### src/rtl/uart_rx_pkg.sv
// Shared types and constants for the UART receiver: FSM state encoding,
// parity-type constants (common with the transmit side) and small helpers.
package uart_rx_pkg;

  typedef enum logic [2:0] {
    ST_IDLE   = 3'd0,
    ST_START  = 3'd1,
    ST_DATA   = 3'd2,
    ST_PARITY = 3'd3,
    ST_STOP   = 3'd4
  } rx_state_e;

  localparam logic PARITY_EVEN = 1'b0;
  localparam logic PARITY_ODD  = 1'b1;

  // Majority of three samples of the same bit.
  function automatic logic majority3(input logic a, input logic b, input logic c);
    return (a & b) | (a & c) | (b & c);
  endfunction

  // Parity bit the transmitter should have sent, given the XOR of the data bits.
  function automatic logic parity_expected(input logic data_xor, input logic ptype);
    logic r;
    r = data_xor;
    case (ptype)
      PARITY_EVEN: r = data_xor;
      PARITY_ODD:  r = ~data_xor;
      default:     r = data_xor;
    endcase
    return r;
  endfunction

endpackage

### src/rtl/uart_rx_if.sv
// Serial-side and consumer-side signals of the UART receiver.
// slave = the receiver itself, master = whoever drives the line and
// consumes the received words.
interface uart_rx_if #(
  parameter int WIDTH = 3
);
  logic                  UART_RX_SerialData;
  logic                  UART_RX_ParityEn;
  logic                  UART_RX_ParityType;
  logic [2**WIDTH-1:0]   UART_RX_ParallelData;
  logic                  UART_RX_DataValid;
  logic                  UART_RX_ParityError;
  logic                  UART_RX_StopError;

  modport master (
    output UART_RX_SerialData, UART_RX_ParityEn, UART_RX_ParityType,
    input  UART_RX_ParallelData, UART_RX_DataValid, UART_RX_ParityError,
           UART_RX_StopError
  );

  modport slave (
    input  UART_RX_SerialData, UART_RX_ParityEn, UART_RX_ParityType,
    output UART_RX_ParallelData, UART_RX_DataValid, UART_RX_ParityError,
           UART_RX_StopError
  );
endinterface

### src/rtl/uart_rx_data_sampler.sv
// Bit-timing engine: tick counter across one bit period and a 3-point
// majority vote centred on the middle of the bit.
module uart_rx_data_sampler
  import uart_rx_pkg::*;
#(
  parameter int OVERSAMPLE = 8
) (
  input  logic clk,
  input  logic rst,
  input  logic run,          // high while a frame is being received
  input  logic rx_s,         // synchronized serial line
  output logic bit_done,     // last tick of the bit period
  output logic sample_valid, // tick M+1: sampled_bit is the decided value
  output logic sampled_bit
);
  localparam int M  = OVERSAMPLE / 2;
  localparam int TW = $clog2(OVERSAMPLE);
  localparam logic [TW-1:0] T_LAST = TW'(OVERSAMPLE - 1);
  localparam logic [TW-1:0] T_S0   = TW'(M - 1);
  localparam logic [TW-1:0] T_S1   = TW'(M);
  localparam logic [TW-1:0] T_S2   = TW'(M + 1);

  logic [TW-1:0] tick_q, tick_d;
  logic          s0_q, s0_d;
  logic          s1_q, s1_d;

  // Tick counter restarts at 0 whenever the receiver is idle so the first
  // active cycle of a frame is tick 0; the first two samples are held in
  // flops and the third is taken live so the vote lands on tick M+1.
  always_comb begin
    tick_d = tick_q;
    s0_d   = s0_q;
    s1_d   = s1_q;
    if (!run || (tick_q == T_LAST)) tick_d = '0;
    else                            tick_d = tick_q + TW'(1);
    if (run && (tick_q == T_S0)) s0_d = rx_s;
    if (run && (tick_q == T_S1)) s1_d = rx_s;
  end

  // Counter and sample registers.
  always_ff @(posedge clk or posedge rst) begin
    if (rst) begin
      tick_q <= '0;
      s0_q   <= 1'b1;
      s1_q   <= 1'b1;
    end else begin
      tick_q <= tick_d;
      s0_q   <= s0_d;
      s1_q   <= s1_d;
    end
  end

  assign bit_done     = run && (tick_q == T_LAST);
  assign sample_valid = run && (tick_q == T_S2);
  assign sampled_bit  = majority3(s0_q, s1_q, rx_s);

endmodule

### src/rtl/uart_rx.sv
// UART receiver top: input synchronizer, frame FSM, shift register,
// parity/stop checks and registered result strobes.
module uart_rx
  import uart_rx_pkg::*;
#(
  parameter int WIDTH      = 3,
  parameter int OVERSAMPLE = 8
) (
  input  logic       UART_RX_CLK,
  input  logic       UART_RX_RST_ASYN,
  uart_rx_if.slave   bus
);
  localparam int N = 2**WIDTH;
  localparam logic [WIDTH-1:0] LAST_BIT = WIDTH'(N - 1);

  rx_state_e        state_q, state_d;
  logic             sync1_q, sync1_d;
  logic             rx_s_q, rx_s_d;
  logic             armed_q, armed_d;
  logic             parity_en_q, parity_en_d;
  logic             parity_type_q, parity_type_d;
  logic [WIDTH-1:0] bitcnt_q, bitcnt_d;
  logic [N-1:0]     shreg_q, shreg_d;
  logic             perr_q, perr_d;
  logic [N-1:0]     pdata_q, pdata_d;
  logic             dv_q, dv_d;
  logic             pe_q, pe_d;
  logic             se_q, se_d;

  logic run;
  logic bit_done;
  logic sample_valid;
  logic sampled_bit;

  assign run = (state_q != ST_IDLE);

  uart_rx_data_sampler #(
    .OVERSAMPLE(OVERSAMPLE)
  ) u_sampler (
    .clk         (UART_RX_CLK),
    .rst         (UART_RX_RST_ASYN),
    .run         (run),
    .rx_s        (rx_s_q),
    .bit_done    (bit_done),
    .sample_valid(sample_valid),
    .sampled_bit (sampled_bit)
  );

  // Next-state and datapath logic; strobes default low so each is a single pulse.
  always_comb begin
    state_d       = state_q;
    sync1_d       = bus.UART_RX_SerialData;
    rx_s_d        = sync1_q;
    armed_d       = armed_q;
    parity_en_d   = parity_en_q;
    parity_type_d = parity_type_q;
    bitcnt_d      = bitcnt_q;
    shreg_d       = shreg_q;
    perr_d        = perr_q;
    pdata_d       = pdata_q;
    dv_d          = 1'b0;
    pe_d          = 1'b0;
    se_d          = 1'b0;

    case (state_q)
      ST_IDLE: begin
        // A break (line stuck low) must not retrigger until the line idles high.
        if (rx_s_q) armed_d = 1'b1;
        if (!rx_s_q && armed_q) begin
          state_d       = ST_START;
          parity_en_d   = bus.UART_RX_ParityEn;
          parity_type_d = bus.UART_RX_ParityType;
          bitcnt_d      = '0;
          perr_d        = 1'b0;
        end
      end
      ST_START: begin
        if (sample_valid && sampled_bit) state_d = ST_IDLE;   // false start
        else if (bit_done)               state_d = ST_DATA;
      end
      ST_DATA: begin
        if (sample_valid) shreg_d[bitcnt_q] = sampled_bit;
        if (bit_done) begin
          if (bitcnt_q == LAST_BIT) state_d = parity_en_q ? ST_PARITY : ST_STOP;
          else                      bitcnt_d = bitcnt_q + WIDTH'(1);
        end
      end
      ST_PARITY: begin
        if (sample_valid)
          perr_d = (parity_expected(^shreg_q, parity_type_q) != sampled_bit);
        if (bit_done) state_d = ST_STOP;
      end
      ST_STOP: begin
        // Decide mid stop bit and leave at once so a following start bit is caught.
        if (sample_valid) begin
          state_d = ST_IDLE;
          if (!sampled_bit) begin
            se_d    = 1'b1;
            armed_d = 1'b0;
          end else if (perr_q) begin
            pe_d = 1'b1;
          end else begin
            dv_d    = 1'b1;
            pdata_d = shreg_q;
          end
        end
      end
      default: state_d = ST_IDLE;
    endcase
  end

  // FSM state register.
  always_ff @(posedge UART_RX_CLK or posedge UART_RX_RST_ASYN) begin
    if (UART_RX_RST_ASYN) state_q <= ST_IDLE;
    else                  state_q <= state_d;
  end

  // Synchronizer, frame datapath and output registers.
  always_ff @(posedge UART_RX_CLK or posedge UART_RX_RST_ASYN) begin
    if (UART_RX_RST_ASYN) begin
      sync1_q       <= 1'b1;
      rx_s_q        <= 1'b1;
      armed_q       <= 1'b1;
      parity_en_q   <= 1'b0;
      parity_type_q <= PARITY_EVEN;
      bitcnt_q      <= '0;
      shreg_q       <= '0;
      perr_q        <= 1'b0;
      pdata_q       <= '0;
      dv_q          <= 1'b0;
      pe_q          <= 1'b0;
      se_q          <= 1'b0;
    end else begin
      sync1_q       <= sync1_d;
      rx_s_q        <= rx_s_d;
      armed_q       <= armed_d;
      parity_en_q   <= parity_en_d;
      parity_type_q <= parity_type_d;
      bitcnt_q      <= bitcnt_d;
      shreg_q       <= shreg_d;
      perr_q        <= perr_d;
      pdata_q       <= pdata_d;
      dv_q          <= dv_d;
      pe_q          <= pe_d;
      se_q          <= se_d;
    end
  end

  assign bus.UART_RX_ParallelData = pdata_q;
  assign bus.UART_RX_DataValid    = dv_q;
  assign bus.UART_RX_ParityError  = pe_q;
  assign bus.UART_RX_StopError    = se_q;

endmodule
### src/flat_wrapper.sv
// flat-port wrapper written by rule: the top's interface ports become plain ports
module uart_rx_flat import uart_rx_pkg::*;
#(
  parameter int WIDTH      = 3,
  parameter int OVERSAMPLE = 8
)
  (UART_RX_CLK, UART_RX_RST_ASYN, bus_UART_RX_SerialData, bus_UART_RX_ParityEn, bus_UART_RX_ParityType, bus_UART_RX_ParallelData, bus_UART_RX_DataValid, bus_UART_RX_ParityError, bus_UART_RX_StopError);
  uart_rx_if #(.WIDTH(WIDTH)) bus_i ();
  input  logic UART_RX_CLK;
  input  logic UART_RX_RST_ASYN;
  input wire logic [$bits(bus_i.UART_RX_SerialData)-1:0] bus_UART_RX_SerialData;
  input wire logic [$bits(bus_i.UART_RX_ParityEn)-1:0] bus_UART_RX_ParityEn;
  input wire logic [$bits(bus_i.UART_RX_ParityType)-1:0] bus_UART_RX_ParityType;
  output wire logic [$bits(bus_i.UART_RX_ParallelData)-1:0] bus_UART_RX_ParallelData;
  output wire logic [$bits(bus_i.UART_RX_DataValid)-1:0] bus_UART_RX_DataValid;
  output wire logic [$bits(bus_i.UART_RX_ParityError)-1:0] bus_UART_RX_ParityError;
  output wire logic [$bits(bus_i.UART_RX_StopError)-1:0] bus_UART_RX_StopError;
  assign bus_i.UART_RX_SerialData = bus_UART_RX_SerialData;
  assign bus_i.UART_RX_ParityEn = bus_UART_RX_ParityEn;
  assign bus_i.UART_RX_ParityType = bus_UART_RX_ParityType;
  assign bus_UART_RX_ParallelData = bus_i.UART_RX_ParallelData;
  assign bus_UART_RX_DataValid = bus_i.UART_RX_DataValid;
  assign bus_UART_RX_ParityError = bus_i.UART_RX_ParityError;
  assign bus_UART_RX_StopError = bus_i.UART_RX_StopError;
  uart_rx #(.WIDTH(WIDTH), .OVERSAMPLE(OVERSAMPLE)) u_core (.UART_RX_CLK(UART_RX_CLK), .UART_RX_RST_ASYN(UART_RX_RST_ASYN), .bus(bus_i));
endmodule
### config.mk
export PLATFORM = sky130hd
export DESIGN_NAME = uart_rx_flat
export DESIGN_NICKNAME = d
export VERILOG_FILES = /design/src/rtl/uart_rx_pkg.sv /design/src/rtl/uart_rx_if.sv /design/src/rtl/uart_rx_data_sampler.sv /design/src/rtl/uart_rx.sv /design/src/flat_wrapper.sv
export SDC_FILE = /design/constraint.sdc
export NUM_CORES = 1
export LEC_CHECK = 0
export CORE_MARGIN = 1
export CORE_UTILIZATION = 37
export CTS_CLUSTER_DIAMETER = 200
export CTS_CLUSTER_SIZE = 20
export DETAILED_ROUTE_END_ITERATION = 7
export GPL_ROUTABILITY_DRIVEN = 0
export SYNTH_ARGS = -nofsm -noshare
export SYNTH_HDL_FRONTEND = slang
export SYNTH_SLANG_ARGS = --single-unit
### constraint.sdc
create_clock -name UART_RX_CLK -period 2.3 [get_ports UART_RX_CLK]
set_input_delay 0.46 -clock UART_RX_CLK [delete_from_list [all_inputs] [get_ports UART_RX_CLK]]
set_output_delay 0.46 -clock UART_RX_CLK [all_outputs]
set_load 0.02 [all_outputs]
Word-level counts from Yosys, hierarchy flattened. Index checks and enable logic that the tools add are counted.

Bits in read-only memories: 0. Bits in registers: 36. Input bits: 5. Bits in latches: 0. Output and inout bits: 11. Memories: 0. Memory bits (writable): 0. Logic and storage cells: 109.

Reductions and logical operators: 23. Bitwise logic cells: 8. Div/mod/pow operators: 0. $mul: 0. Shift-type cells: 0. $lt $le $gt $ge: 2. Equal/unequal tests: 20. Add/subtract/negate cells: 2. Muxes and demuxes: 38.

Operators by type and width (number): two-way mux 3 bit (12); two-way mux 1 bit (19); == test 3 bit (second input constant) (5); case mux 3 bit (5 select lines) (1); != test 2 x 1 -> 1 bit (second input constant) (7); AND reduction 4 bit (3); == test 3 x 2 -> 1 bit (second input constant) (3); bitwise mux 8 bit (1); XOR reduction 8 bit (1); logical AND 1 bit (7); adder 3 x 1 -> 3 bit (second input constant) (2); case mux 1 bit (2 select lines) (3); case mux 3 bit (2 select lines) (1); AND reduction 6 bit (1); nonzero test 2 bit (3); less-than comparator 3 x 4 -> 1 bit (second input constant) (1); != test 2 bit (second input constant) (2); AND reduction 2 bit (2); bitwise AND 1 bit (3); demux 1 bit (select 3 bit) (1); == test 3 x 1 -> 1 bit (second input constant) (1); >= comparator 3 x 1 -> 1 bit (second input constant) (1); logical NOT 3 bit (1); != test 3 x 1 -> 1 bit (second input constant) (1); other kinds (7) (11).

Logic depth before layout (Yosys ltp). Gate-level depths: netlist (run 1).

Depth after elaboration: 8. Gate-level depth with buffers: 7. Depth with buffers taken out: 6.

Modules after synthesis. Synthesis (run 1) repeated with hierarchy kept, for this count alone.

Cell total of the unflattened synthesis: 158. Area total of the unflattened synthesis: 1809.2 sq um.

Modules (own cells, without submodules): uart_rx (cells an instance 132, area an instance 1527.7 sq um, sequential area each 779.5 sq um, times used 1); uart_rx_data_sampler (cells an instance 26, area an instance 281.5 sq um, sequential area each 127.6 sq um, times used 1).

Least setup slack after synthesis (run 1). Ideal clock, no wire load.

Path kind: register -> register. From: register u_core.u_sampler.tick_q[1]. To: register u_core.pdata_q[0], in the netlist u_core.bus.UART_RX_ParallelData[0]. Buffers on the path: 1. Path slack: 0.578 ns. Library setup time: 0.125 ns. Required time: 2.175 ns. Data arrival time: 1.598 ns. Clock period less this slack: 1.722 ns. Cell stages (with the launch flop): 8. Cells stage by stage: dfrtp_1 inv_1 ha_1 and2_1 nand2_1 or3_1 buf_2 mux2_2.

Word-level cells in the longest chain between the ends: 3.

Ends and longest elaborated chain: start: declaration (RTL line uart_rx_data_sampler.sv:23) `logic [TW-1:0] tick_q, tick_d;`; start signal: assignment (RTL line uart_rx_data_sampler.sv:47) `tick_q <= tick_d;`; == test 3 bit (RTL line uart_rx_data_sampler.sv:54) `assign sample_valid = run && (tick_q == T_S2);`; logical AND 1 bit (RTL line uart_rx_data_sampler.sv:54); AND reduction 4 bit (no line); end signal: assignment (RTL line uart_rx.sv:142) `pdata_q <= pdata_d;`; end: declaration (RTL line uart_rx.sv:25) `logic [N-1:0] pdata_q, pdata_d;`.

Every way passes these cells. A chain may end at the register's enable or synchronous reset.

Worst setup path after layout (run 1).
From: register u_core.u_sampler.tick_q[1]. To: register u_core.pdata_q[1], in the netlist u_core.bus.UART_RX_ParallelData[1].

The elaborated chain is that of the path after synthesis.

==> out/results.ini, run 1 <==
[cts]
cts_buffers = 5
cts_tree = done
cts.sinks = 36
path_clk_slew_ns = 0.07
h-tree-depth = 2
cts_buffer_depth = 2
cts-hold-fix-buffers = 0
cts_setup_buffers = 0
cts-root-buf = clkbuf_8
clk_latency_ns = 0.28
cts_resized = 0

[logic_synthesis]
netlist_area_um2 = 1760
yosys.area_share.simple = 0.156
ys_types = 37
synth_ff_type = dfrtp_1
synth_fa_ha_area_frac = 0.0553
syn_inst = 151
ys_ff_latch = 36
synthMuxAreaShare = 0.128
synth_edf_count = 0
synth_compound_area_frac = 0.0532
syn_nets = 163
syn_avg_cell_area_um2 = 11.7
synthArstFlopShare = 1.00
synth_top_family_by_area = simple AND/OR/NAND/NOR gates
yosys_warnings = 0
ys_seq_area_frac = 0.514
synth_xor_area_frac = 0.0475

[die]
die_x_um = 71.1
start_util = 0.394
die_h_um = 71.1
core_area_um2 = 4470
fp-row-count = 24
boundaryPins = 16
die-area_um2 = 5050

[drt]
drtIter0Drc = 62
vias = 1137
ant_nets = 0
wl_per_cell_um = 14.1
dr.pass1.iters = 6
drc = 0
via_per_inst = 5.19
drt_wl_total_um = 3080

[placed_design]
placed_cells = 211
port_buffers = 15
hpwlAfterDp_um = 2220
post_dp_cell_area_um2 = 1950

[run]
cap_violations = 0

[sta]
slew_violations = 0
setup_tns_ns = 0
fin_crit_ns = 1.97
min_period_over_period = 0.857
finClkSkew_ns = 0.00188
rsz0062_at_grt = false
finalHoldViolations = 0
worst_pin_slew_ns = 0.448
fmax_ghz = 0.508
setup_violations = 0
relSlewSlack = 0.699

[power_and_ir_drop]
powerDensity_nw_per_um2 = 868
power_mw = 1.77
p_int_mw = 1.23
vdd_ir_drop_max_mv = 0.485
swShare = 0.306
power_switching_uw = 542
p_leak_nw = 0.930
p_comb_frac = 0.262
clkPwrFrac = 0.258
seqPwrFrac = 0.479

[finish]
instances_no_fill = 219
area_delta_synth_final_pct = 15.7
final_common_cell = dfrtp_1
fillCellCount = 395
n_antenna_cell = 0
fin_area_um2 = 2040
multiInputGateArea_um2 = 776
final-seq-area_um2 = 907
nNetsFinal = 178
drive_gt1_frac = 0.210
final_cell_mix = dfrtp_1 (31), mux2_2 (17), clkdlybuf4s50_1 (15)

[min_path]
hp-start = u_core.rx_s_d
holdPathEnd = u_core.rx_s_q
holdPathStages = 0
hold_path.class = reg -> reg

[global_route]
grt_pass1_vias = 1153
grt_overflow = 0
grt_use_total = 0.141
antenna_found_initial = 0
grt_pass1_wl_um = 5400
grt_max_degree = 37

[setup_path]
reg2reg_to = u_core.bus.UART_RX_ParallelData[1]
ff2ff_setup_slack_ns = 0.33
r2r.worst_path.cells = 6
r2r_start = u_core.u_sampler.tick_q[1]
worstPathArrival_ns = 2.14
startpoint_type = flop
worst-path-max-fanout = 9
end_kind = flop
crit_required_ns = 2.47
crit_type = reg -> reg

[status]
status = completed

[cell type report]
| cell class | instances | share of cell area |
|---|---|---|
| clock buffer | 7 | 0.0423 |
| tap | 52 | 0.0319 |
| timing repair buffer | 17 | 0.0809 |
| clock inverter | 1 | 0.00368 |
| inverter | 9 | 0.0166 |
| sequential | 36 | 0.445 |
| multi-input combinational | 97 | 0.380 |
[critical path: stages (launching register included)]
cell	delay, ns
dfrtp_1	0.38
inv_1	0.08
ha_1	0.16
and2_1	0.20
nand2_1	0.12
or3_1	0.57
mux2_2	0.35
[cell families after synthesis]
family / count (synthesis)
simple gates: 48
flops: 36
mux: 20
buf+inv: 18
compound gates: 13
xor+xnor: 8
fa+ha+maj: 8
[cell usage after synthesis, types with 2 or more instances]
master | number | share of area
a31oi_1 | 2 | 0.0071
mux2_1 | 3 | 0.019
ha_1 | 7 | 0.050
dfrtp_1 | 31 | 0.44
nand2_1 | 7 | 0.015
nand3b_1 | 2 | 0.0085
inv_1 | 9 | 0.019
xnor2_1 | 6 | 0.030
o2bb2ai_1 | 2 | 0.0099
or3_1 | 3 | 0.011
nor2_1 | 8 | 0.017
nand3_1 | 5 | 0.014
nor3b_1 | 5 | 0.021
buf_2 | 5 | 0.014
nor3_1 | 6 | 0.017
o21ai_0 | 4 | 0.011
mux2_2 | 17 | 0.11
dfstp_2 | 5 | 0.074
or2_2 | 2 | 0.0071
clkbuf_1 | 3 | 0.0064
nor2b_1 | 3 | 0.011
[through the flow]
stage          hold slack, ns  setup slack, ns  utilization
5_1_grt                 0.366            0.229        0.456
4_1_cts                 0.365            0.331        0.456
2_1_floorplan           0.345            0.578            -
3_3_place_gp            0.347            0.410        0.435
6_report                0.362            0.330        0.456
3_5_place_dp            0.355            0.339        0.435
[layer usage]
metal / track usage / vias to the layer above / share of wire
met2: 0.221 / 23 / 0.48
met4: 0.0600 / 0 / 0.015
met5: 0 / - / 0
li1: - / 551 / -
met1: 0.182 / 559 / 0.47
met3: 0.0442 / 4 / 0.037
[power groups by stage]
| stage | combinational, mW | sequential (mW) | clock, mW |
|---|---|---|---|
| after floorplan | 0.417 | 0.814 | 0 |
| after global placement | 0.453 | 0.857 | 0 |
| after detailed placement | 0.470 | 0.862 | 0 |
| after CTS | 0.472 | 0.849 | 0.477 |
| after global routing | 0.523 | 0.869 | 0.507 |
| final | 0.464 | 0.849 | 0.458 |
[worst max path at each step]
stage                                     from                                  to  slack [ns]  cells past startpoint
finish              u_core.u_sampler.tick_q[1]  u_core.bus.UART_RX_ParallelData[1]        0.33                      6
global route        u_core.u_sampler.tick_q[1]  u_core.bus.UART_RX_ParallelData[1]        0.23                      6
floorplan           u_core.u_sampler.tick_q[1]  u_core.bus.UART_RX_ParallelData[0]        0.58                      7
detailed placement  u_core.u_sampler.tick_q[1]  u_core.bus.UART_RX_ParallelData[0]        0.34                      6
CTS                 u_core.u_sampler.tick_q[1]  u_core.bus.UART_RX_ParallelData[0]        0.33                      6
global placement    u_core.u_sampler.tick_q[1]  u_core.bus.UART_RX_ParallelData[2]        0.41                      6
[registers in the layout, summed over array words and instances, names as in the netlist, 3 cells and up]
register	flops
u_core.u_sampler.tick_q	3
u_core.bus.UART_RX_ParallelData	8
u_core.bitcnt_q	3
u_core.state_q	3
u_core.shreg_q	8
Power figures use the tool's default switching activity.
==> inputs of run 2 (changes only) <==
--- a/config.mk
+++ b/config.mk
@@ -7,10 +7,11 @@
 export LEC_CHECK = 0
 export CORE_MARGIN = 1
 export CORE_UTILIZATION = 37
-export CTS_CLUSTER_DIAMETER = 200
+export CTS_CLUSTER_DIAMETER = 150
 export CTS_CLUSTER_SIZE = 20
 export DETAILED_ROUTE_END_ITERATION = 7
 export GPL_ROUTABILITY_DRIVEN = 0
+export HOLD_SLACK_MARGIN = 0.08
 export SYNTH_ARGS = -nofsm -noshare
 export SYNTH_HDL_FRONTEND = slang
 export SYNTH_SLANG_ARGS = --single-unit
==> results of run 2 <==
The final DEF is identical to that of run 1; final timing and power are the same.
==> RTL edit, RTL diff (config.mk and constraints of run 2) <==
`WIDTH` is set to 3 in 3 places; all go to 2.
--- a/src/rtl/uart_rx_if.sv
+++ b/src/rtl/uart_rx_if.sv
@@ -2,7 +2,7 @@
 // slave = the receiver itself, master = whoever drives the line and
 // consumes the received words.
 interface uart_rx_if #(
-  parameter int WIDTH = 3
+  parameter int WIDTH = 2
 );
   logic                  UART_RX_SerialData;
   logic                  UART_RX_ParityEn;
--- a/src/rtl/uart_rx.sv
+++ b/src/rtl/uart_rx.sv
@@ -3,7 +3,7 @@
 module uart_rx
   import uart_rx_pkg::*;
 #(
-  parameter int WIDTH      = 3,
+  parameter int WIDTH      = 2,
   parameter int OVERSAMPLE = 8
 ) (
   input  logic       UART_RX_CLK,
--- a/src/flat_wrapper.sv
+++ b/src/flat_wrapper.sv
@@ -1,7 +1,7 @@
 // flat-port wrapper written by rule: the top's interface ports become plain ports
 module uart_rx_flat import uart_rx_pkg::*;
 #(
-  parameter int WIDTH      = 3,
+  parameter int WIDTH      = 2,
   parameter int OVERSAMPLE = 8
 )
   (UART_RX_CLK, UART_RX_RST_ASYN, bus_UART_RX_SerialData, bus_UART_RX_ParityEn, bus_UART_RX_ParityType, bus_UART_RX_ParallelData, bus_UART_RX_DataValid, bus_UART_RX_ParityError, bus_UART_RX_StopError);
Interface: changed (resized bus_UART_RX_ParallelData); port bits go from 16 to 12. No check against the original RTL was run, so the function may have changed too.
==> RTL edit against run 2 <==
Global-route usage decreased by 1.2 points; wire length decreased by 32%; die area decreased by 24%; area after synthesis decreased by 24%; synthesized cell count decreased by 23%; final area decreased by 27%; sequential cell count decreased by 9; worst setup slack improved by 76 ps; total power decreased by 26%; critical path type unchanged; largest power group unchanged.
==> RTL edit: results (changes against run 2) <==
metric	value	unit	change
DR WL/cell	12.1	µm	was 14.1 µm
Clk power	0.198	mW	was 0.458 mW
status	completed		unchanged
DP Area	0.00147	mm²	was 0.00195 mm²
layout net count	143		was 178
Syn Nets	131		was 163
multiplexer area fraction after synthesis	10.7	%	was 12.8%
Crit path largest cell delay	590	ps	was 570 ps
post-synthesis sequential area ratio	51.1	%	was 51.4%
XOR/XNOR Fraction of Synth Area	3.28	%	was 4.75%
switching power	0.443	mW	was 0.542 mW
TritonCTS Buffers	3		was 5
Clock Latency Late Sink	320	ps	was 280 ps
met3 WL	59	µm	was 113 µm
worst slew pin tran	420	ps	was 448 ps
fill cell count	311		was 395
leakage	0.679	nW	was 0.930 nW
metal2 WL	955	µm	was 1470 µm
Synth area leaders	dfrtp_1 (41%), dfstp_2 (9.8%), ha_1 (8.4%), mux2_2 (8.4%), inv_1 (3.9%)		was dfrtp_1 (44%), mux2_2 (11%), dfstp_2 (7.4%), ha_1 (5.0%), xnor2_1 (3.0%)
origin of the worst setup path	u_core.u_sampler.tick_q[0]		was u_core.u_sampler.tick_q[1]
dpl ws	423	ps	was 339 ps
maximum VDD drop	0.434	mV	was 0.485 mV
total combinational power	0.416	mW	was 0.464 mW
M1 WL	1070	µm	was 1450 µm
wire length of the first global-routing pass	3570	µm	was 5400 µm
met1 usage	18.0	%	was 18.2%
Total Routed Length	2100	µm	was 3080 µm
Max Fanout on Critical Path	7		was 9
cell count after synthesis	117		was 151
==> RTL edit: cell count changes after synthesis, sizes merged, moves of 3 or more <==
cell / before / now
dfrtp: 31 / 22
mux2: 20 / 12
nor2: 8 / 2
inv: 9 / 14
nor3b: 5 / 0
nand2: 7 / 10
==> RTL edit: layout make-up <==
class / instances / area [µm²] / area share, %
Sequential cell: 27 / 682 / 45.5
Multi-Input combinational cell: 71 / 562 / 37.5
Timing Repair Buffer: 12 / 118 / 7.85
Tap cell: 46 / 57.6 / 3.84
Inverter: 14 / 52.6 / 3.51
Clock buffer: 3 / 22.5 / 1.50
Clock inverter: 1 / 5.00 / 0.334
==> RTL edit: final timing paths <==
path	cells after the start	slack (ps)	endpoint
worst max-delay path	6	410	u_core.bitcnt_q[0]
worst min-delay path	0	370	u_core.rx_s_q
worst max register to register	6	410	u_core.bitcnt_q[0]
worst min register to register	0	370	u_core.rx_s_q
max in group asynchronous	3	1530	u_core.armed_q
min in group asynchronous	3	470	u_core.shreg_q[3]
